[src/rtl/color_pkg.sv]
`default_nettype none
// ============================================================================
//  Module      : color_pkg
//  Description : Shared pixel colour type (RGB565, 16 bits).
//  Revision    : 1.0 - initial release
// ============================================================================
package color_pkg;

   typedef logic [15:0] color16_t;

endpackage : color_pkg
`default_nettype wire

[src/rtl/fb_pkg.sv]
`default_nettype none
// ============================================================================
//  Module      : fb_pkg
//  Description : Framebuffer geometry defaults, address/write-entry types and
//                the writer state encoding.
//  Revision    : 1.0 - initial release
// ============================================================================
package fb_pkg;
   import color_pkg::*;

   localparam int FB_WIDTH_DEFAULT  = 160;
   localparam int FB_HEIGHT_DEFAULT = 120;
   localparam int FB_ADDR_WIDTH     = $clog2(FB_WIDTH_DEFAULT * FB_HEIGHT_DEFAULT);

   typedef logic [FB_ADDR_WIDTH-1:0] fb_addr_t;

   // One framebuffer write for the default geometry
   typedef struct packed {
      fb_addr_t addr;
      color16_t color;
   } fb_wr_t;

   typedef enum logic [0:0] {
      S_RUN   = 1'b0,
      S_CLEAR = 1'b1
   } fb_state_t;

endpackage : fb_pkg
`default_nettype wire

[src/rtl/sync_fifo.sv]
`default_nettype none
// ============================================================================
//  Module      : sync_fifo
//  Description : Single-clock first-word-fall-through FIFO. The head entry is
//                read straight from the storage registers, so it is visible
//                the cycle after it is written. Push when full and pop when
//                empty are ignored. Full/empty derive from the registered count.
//  Revision    : 1.0 - initial release
// ============================================================================
module sync_fifo #(
   parameter  int WIDTH = 8,
   parameter  int DEPTH = 16,
   localparam int AW    = (DEPTH > 1) ? $clog2(DEPTH) : 1,
   localparam int CW    = AW + 1
) (
   input  logic             clk,
   input  logic             rst,
   input  logic             i_push,
   input  logic [WIDTH-1:0] i_wdata,
   input  logic             i_pop,
   output logic [WIDTH-1:0] o_rdata,
   output logic             o_full,
   output logic             o_empty,
   output logic [CW-1:0]    o_count
);

   logic [WIDTH-1:0] r_mem [DEPTH];
   logic [AW-1:0]    r_wr_ptr;
   logic [AW-1:0]    r_rd_ptr;
   logic [CW-1:0]    r_count;
   logic             w_push;
   logic             w_pop;

   assign o_full  = (r_count == CW'(DEPTH));
   assign o_empty = (r_count == '0);
   assign o_count = r_count;
   assign w_push  = i_push && !o_full;
   assign w_pop   = i_pop && !o_empty;
   assign o_rdata = r_mem[r_rd_ptr];

   // Storage write; contents need no reset because count gates visibility
   always_ff @(posedge clk) begin
      if (w_push) begin
         r_mem[r_wr_ptr] <= i_wdata;
      end
   end

   // Pointer and occupancy bookkeeping (pointers wrap since DEPTH is 2^n)
   always_ff @(posedge clk or posedge rst) begin
      if (rst) begin
         r_wr_ptr <= '0;
         r_rd_ptr <= '0;
         r_count  <= '0;
      end else begin
         if (w_push) r_wr_ptr <= r_wr_ptr + AW'(1);
         if (w_pop)  r_rd_ptr <= r_rd_ptr + AW'(1);
         case ({w_push, w_pop})
            2'b10:   r_count <= r_count + CW'(1);
            2'b01:   r_count <= r_count - CW'(1);
            default: r_count <= r_count;
         endcase
      end
   end

endmodule : sync_fifo
`default_nettype wire

[src/rtl/framebuffer_writer.sv]
`default_nettype none
// ============================================================================
//  Module      : framebuffer_writer
//  Description : Buffers depth-passed pixels, converts (x,y) to a linear
//                framebuffer address and drives a ready/valid write port.
//                Also performs full-screen clears between frames.
//  Revision    : 1.0 - initial release
// ============================================================================
module framebuffer_writer
   import color_pkg::*;
   import fb_pkg::*;
#(
   parameter  int FB_WIDTH   = FB_WIDTH_DEFAULT,
   parameter  int FB_HEIGHT  = FB_HEIGHT_DEFAULT,
   parameter  int FIFO_DEPTH = 16,
   localparam int ADDR_WIDTH = $clog2(FB_WIDTH * FB_HEIGHT)
) (
   input  logic                  clk,
   input  logic                  rst,
   input  logic                  in_valid,
   input  color16_t              in_color,
   input  logic [15:0]           in_x,
   input  logic [15:0]           in_y,
   input  logic                  clear_start,
   input  color16_t              clear_color,
   output logic                  mem_valid,
   input  logic                  mem_ready,
   output logic [ADDR_WIDTH-1:0] mem_addr,
   output color16_t              mem_data,
   output logic                  busy,
   output logic                  overflow
);

   localparam int FIFO_CW = $clog2(FIFO_DEPTH) + 1;

   // Same layout as fb_wr_t, sized for this instance's geometry
   typedef struct packed {
      logic [ADDR_WIDTH-1:0] addr;
      color16_t              color;
   } wr_t;

   fb_state_t             r_state;
   logic                  r_clear_pending;
   logic [ADDR_WIDTH-1:0] r_clear_ctr;
   color16_t              r_clr_color;

   logic                  w_in_range;
   logic [ADDR_WIDTH-1:0] w_pix_addr;
   wr_t                   w_fifo_wdata;
   wr_t                   w_fifo_rdata;
   logic                  w_fifo_full;
   logic                  w_fifo_empty;
   logic [FIFO_CW-1:0]    w_fifo_count;
   logic                  w_push;
   logic                  w_drop;
   logic                  w_pop;
   logic                  w_out_free;
   logic                  w_clear_accept;
   logic                  w_clear_go;
   logic                  w_clear_last;

   // Range check first so the narrowed multiply operands never truncate
   assign w_in_range   = (in_x < 16'(FB_WIDTH)) && (in_y < 16'(FB_HEIGHT));
   assign w_pix_addr   = ADDR_WIDTH'(in_y) * ADDR_WIDTH'(FB_WIDTH) + ADDR_WIDTH'(in_x);
   assign w_fifo_wdata = {w_pix_addr, in_color};

   // Full is the registered count only; a pop in the same cycle frees nothing
   assign w_push = in_valid && w_in_range && !w_fifo_full;
   assign w_drop = in_valid && w_in_range && w_fifo_full;

   // Output register can take a new entry when empty or handshaking now
   assign w_out_free = !mem_valid || mem_ready;
   assign w_pop      = (r_state == S_RUN) && w_out_free && !w_fifo_empty;

   assign w_clear_accept = clear_start && !r_clear_pending && (r_state != S_CLEAR);
   assign w_clear_go     = (r_state == S_RUN) && r_clear_pending && w_fifo_empty && w_out_free;
   assign w_clear_last   = (r_clear_ctr == ADDR_WIDTH'(FB_WIDTH * FB_HEIGHT - 1));

   assign busy = r_clear_pending || (r_state == S_CLEAR) || (w_fifo_count != '0) || mem_valid;

   sync_fifo #(
      .WIDTH (ADDR_WIDTH + 16),
      .DEPTH (FIFO_DEPTH)
   ) u_fifo (
      .clk     (clk),
      .rst     (rst),
      .i_push  (w_push),
      .i_wdata (w_fifo_wdata),
      .i_pop   (w_pop),
      .o_rdata (w_fifo_rdata),
      .o_full  (w_fifo_full),
      .o_empty (w_fifo_empty),
      .o_count (w_fifo_count)
   );

   // Control FSM: pixel drain, clear sequencing, output register and flags
   always_ff @(posedge clk or posedge rst) begin
      if (rst) begin
         r_state         <= S_RUN;
         r_clear_pending <= 1'b0;
         r_clear_ctr     <= '0;
         r_clr_color     <= '0;
         mem_valid       <= 1'b0;
         mem_addr        <= '0;
         mem_data        <= '0;
         overflow        <= 1'b0;
      end else begin
         if (w_clear_accept) begin
            r_clear_pending <= 1'b1;
            r_clr_color     <= clear_color;
         end

         // A drop in the same cycle as a clear request leaves the flag set
         if (w_drop) begin
            overflow <= 1'b1;
         end else if (w_clear_accept) begin
            overflow <= 1'b0;
         end

         case (r_state)
            S_RUN: begin
               if (w_clear_go) begin
                  r_state     <= S_CLEAR;
                  r_clear_ctr <= '0;
                  mem_valid   <= 1'b1;
                  mem_addr    <= '0;
                  mem_data    <= r_clr_color;
               end else if (w_pop) begin
                  mem_valid <= 1'b1;
                  mem_addr  <= w_fifo_rdata.addr;
                  mem_data  <= w_fifo_rdata.color;
               end else if (mem_ready) begin
                  mem_valid <= 1'b0;
               end
            end
            S_CLEAR: begin
               // mem_valid stays high throughout; address follows the counter
               if (mem_ready) begin
                  if (w_clear_last) begin
                     r_state         <= S_RUN;
                     r_clear_pending <= 1'b0;
                     mem_valid       <= 1'b0;
                  end else begin
                     r_clear_ctr <= r_clear_ctr + ADDR_WIDTH'(1);
                     mem_addr    <= r_clear_ctr + ADDR_WIDTH'(1);
                  end
               end
            end
            default: begin
               r_state <= S_RUN;
            end
         endcase
      end
   end

endmodule : framebuffer_writer
`default_nettype wire

[config.mk]
export PLATFORM = sky130hd
export DESIGN_NAME = framebuffer_writer
export DESIGN_NICKNAME = d
export VERILOG_FILES = /design/src/rtl/color_pkg.sv /design/src/rtl/fb_pkg.sv /design/src/rtl/sync_fifo.sv /design/src/rtl/framebuffer_writer.sv
export SDC_FILE = /design/constraint.sdc
export NUM_CORES = 1
export LEC_CHECK = 0
export ABC_AREA = 1
export BUFFER_PORTS_ARGS = -buffer_cell sky130_fd_sc_hd__clkbuf_2
export CORE_ASPECT_RATIO = 1.4
export CORE_MARGIN = 1
export CORE_UTILIZATION = 60
export CTS_BUF_LIST = sky130_fd_sc_hd__clkbuf_8
export DETAILED_ROUTE_END_ITERATION = 8
export PLACE_DENSITY = 0.76
export SLEW_MARGIN = 25
export SYNTH_ARGS = -nofsm -noshare
export SYNTH_HDL_FRONTEND = slang
export SYNTH_SLANG_ARGS = --single-unit
[constraint.sdc]
create_clock -name clk -period 7.4 [get_ports clk]
set_input_delay 1.48 -clock clk [delete_from_list [all_inputs] [get_ports clk]]
set_output_delay 1.48 -clock clk [all_outputs]
set_load 0.02 [all_outputs]
==> flow_summary.ini <==
[yosys]
synth_top_area_cell = edfxtp_1
synth_area_leaders = edfxtp_1, nand2_1, dfrtp_1
synth_seq_cells = 575
synth_edf_count = 496
syn_inst = 2283
synthDistinctLibCells = 37
post_synth.cell_area_avg_sq_um = 10.84
synthDominantCellAreaShare_pct = 60.18
yosysSeqAreaShare_pct = 68.17
yosysMostFrequentCell = nand2_1
yosysWarnings = 0
synth_area_sq_mm = 0.02475
ys_top_cells_by_count = nand2_1, edfxtp_1, nand3_1, nor2_1, o21ai_0
synth_nets = 2387
synthArstFlopShare_pct = 13.74
synthFlopType = edfxtp_1

[sta]
slew-limit-headroom_pct = 33.61
fmax_ghz = 0.2453
timing.final.crit_share_pct = 55.10
maxSlewViolCount = 0
fin_setup_tns_ns = 0
fin_crit_ns = 4.077
hold_viol_final = 0
rsz0062_at_grt = false
finClkSkew_ns = 0.02026
whs_ns = 0.4735
setup_viol = 0
tightest_slew_ns = 0.9958

[critical_path]
crit_fanout = 16
crit_type = input port to register
crit_end = u_fifo.r_mem[12][29]$_DFFE_PP_
reg2reg_depth = 8
setup.worst_path.start = in_y[1]
worst_r2r_startpoint = u_fifo.r_rd_ptr[0]$_DFFE_PP0P_
cp.arrival_ns = 4.36
worstSetupEndpointType = register
required_ns = 7.69
worstReg2RegEnd = mem_addr[13]$_DFFE_PP0P_
start_kind = input port
rrSetupSlack_ns = 3.94

[clock_network]
root_buffer = clkbuf_8
clock_path_buffers = 3
cts_max_level = 3
cts_tree = yes
cts_resized = 0
cts_hold_buffers = 0
clk_latency_ns = 0.64
cts_sinks = 575
cts_setup_buffers = 0
numCtsBuffers = 81
path_clk_slew_ns = 0.06

[floorplanning]
dieWidth_microns = 173.7
pin_count = 103
coreArea_sq_mm = 0.04049
start_util_pct = 61.12
die_h_microns = 242.3
dieArea_sq_mm = 0.04208
placementRows = 87

[run_status]
status = complete, no violations

[min_path]
hold_path_startpoint = r_clr_color[12]$_DFFE_PP0P_
hold_class = register to register

[routing]
detail-route-antenna-nets = 0
drcViolationCount = 0
dr.pass1.iters = 6
routedWlPerCell_microns = 19.66
vias = 17100
viasPerCell = 5.737
drtIter0Drc = 1760
wirelength_mm = 58.59

[grt]
grt_first_pass_wirelength_mm = 90.02
grt_usage_pct = 28.20
antenna_found_initial = 2
grt_overflow = 0
grt_pass1_vias = 16790
grt_max_degree = 200

[cells_and_area]
num_antenna_cells = 0
fillerInstances = 2890
syn2layout_area_growth_pct = 10.94
nets = 2486
drive_gt1_share_pct = 11.86

[placement]
dp_hpwl_mm = 34.74
gp_congestion = 0.8911
numPortBuffers = 102

[power]
pwr_density_cell_mw_per_mm2 = 359.7
leakage_nw = 10.61
ir_drop_mv = 0.3142

[run]
maxCapViolations = 0
==> area by class of cell <==
type	instances	area, sq um	share of cell area [%]
Inverter	84	325.3	1.185
Timing Repair Buffer	134	963.4	3.509
Clock inverter	65	416.7	1.517
Tap cell	534	668.1	2.433
Multi-Input combinational cell	1506	7076	25.77
Clock buffer	82	1129	4.110
Sequential cell	575	16880	61.48
==> through the flow <==
| stage | worst slack, ns | power [mW] | utilization [%] | area [sq um] | std cells |
|---|---|---|---|---|---|
| 6_report | 3.323 | 9.878 | 67.81 | 27460 | 2980 |
| 3_5_place_dp | 2.727 | 7.505 | 63.78 | 25830 | 2831 |
| 5_1_grt | 3.091 | 10.44 | 67.81 | 27460 | 2980 |
| 2_1_floorplan | 2.736 | 6.566 | - | 24750 | 2283 |
| 3_3_place_gp | 2.819 | 7.409 | 63.17 | 25580 | 2820 |
| 4_1_cts | 3.385 | 9.866 | 67.60 | 27370 | 2978 |
==> worst min path at each step <==
| stage | cells after the start | endpoint | slack, ns |
|---|---|---|---|
| after detailed placement | 2 | r_clr_color[3]$_DFFE_PP0P_ | 0.46 |
| after global placement | 2 | r_clr_color[8]$_DFFE_PP0P_ | 0.46 |
| after global routing | 2 | r_clr_color[7]$_DFFE_PP0P_ | 0.50 |
| final | 2 | r_clr_color[12]$_DFFE_PP0P_ | 0.47 |
| after CTS | 2 | r_clr_color[12]$_DFFE_PP0P_ | 0.48 |
| after floorplan | 2 | r_clr_color[0]$_DFFE_PP0P_ | 0.44 |
==> cell families (layout without fill, tap and decap cells) <==
kind of cell,Yosys count,after routing,share of synthesized area (%)
XOR/XNOR,23,23,0.8139
adder cells (fa/ha/maj),35,35,1.860
flip-flops,575,575,68.17
AO/OA/AOI/OAI,182,182,3.928
buffers and inverters,202,365,3.857
AND/OR/NAND/NOR,1266,1266,21.37
==> registers in the layout (all words and copies together), names as in the netlist <==
register,cells
u_fifo.r_mem,496
r_state,1
mem_data,16
mem_addr,15
overflow,1
u_fifo.r_wr_ptr,4
mem_valid,1
r_clr_color,16
u_fifo.r_rd_ptr,4
r_clear_pending,1
u_fifo.o_count,5
r_clear_ctr,15
==> worst max-delay path: stages <==
cell and delay (ns):
clkbuf_2 0.11, ha_1 0.30, ha_1 0.23, fa_1 0.45
nand3_1 0.08, nand3_1 0.10, xor2_1 0.16, ha_1 0.37
a21oi_1 0.20, nand3_1 0.12, xor2_1 0.76
==> where the power goes <==
part | internal [mW] | leakage (nW) | total, mW | switching (mW)
clock | 1.22 | 0.876 | 2.38 | 1.17
combinational | 1.01 | 4.30 | 3.48 | 2.47
sequential | 3.82 | 5.43 | 4.02 | 0.200
total | 6.04 | 10.6 | 9.88 | 3.84
==> cells in the final DEF, fill, tap and decap left out, types with 2 or more instances in the layout <==
master      netlist  final
nand2_1         545    545
edfxtp_1        496    496
nand3_1         350    350
nor2_1          343    329
o21ai_0         148    148
clkbuf_2          0    102
inv_1            75     99
clkbuf_8          0     82
dfrtp_1          79     76
ha_1             32     32
clkinv_1          1     19
buf_4             2     18
a21oi_1          16     16
nor2_4            1     15
nand4_1          15     15
clkinv_2          0     13
xor2_1           14     12
o21ai_2          11     11
xnor2_1           9      7
buf_16            0      7
inv_2             6      5
bufinv_16         0      5
clkinvlp_4        0      4
buf_12            1      4
nor2_2            3      3
fa_1              3      3
buf_8             0      3
inv_6             0      2
nand2_4           2      2
o21bai_1          2      2
xor2_2            0      2
xnor2_2           0      2
dfrtp_4           0      2
==> metal layers <==
metal / GRT usage [%] / share of wire (%)
met1: 34.20 / 37
met2: 48.54 / 50
met3: 5.163 / 8.0
met4: 13.93 / 4.1
met5: 0 / 0.032
Note: power is estimated with default switching activity, not from simulation.
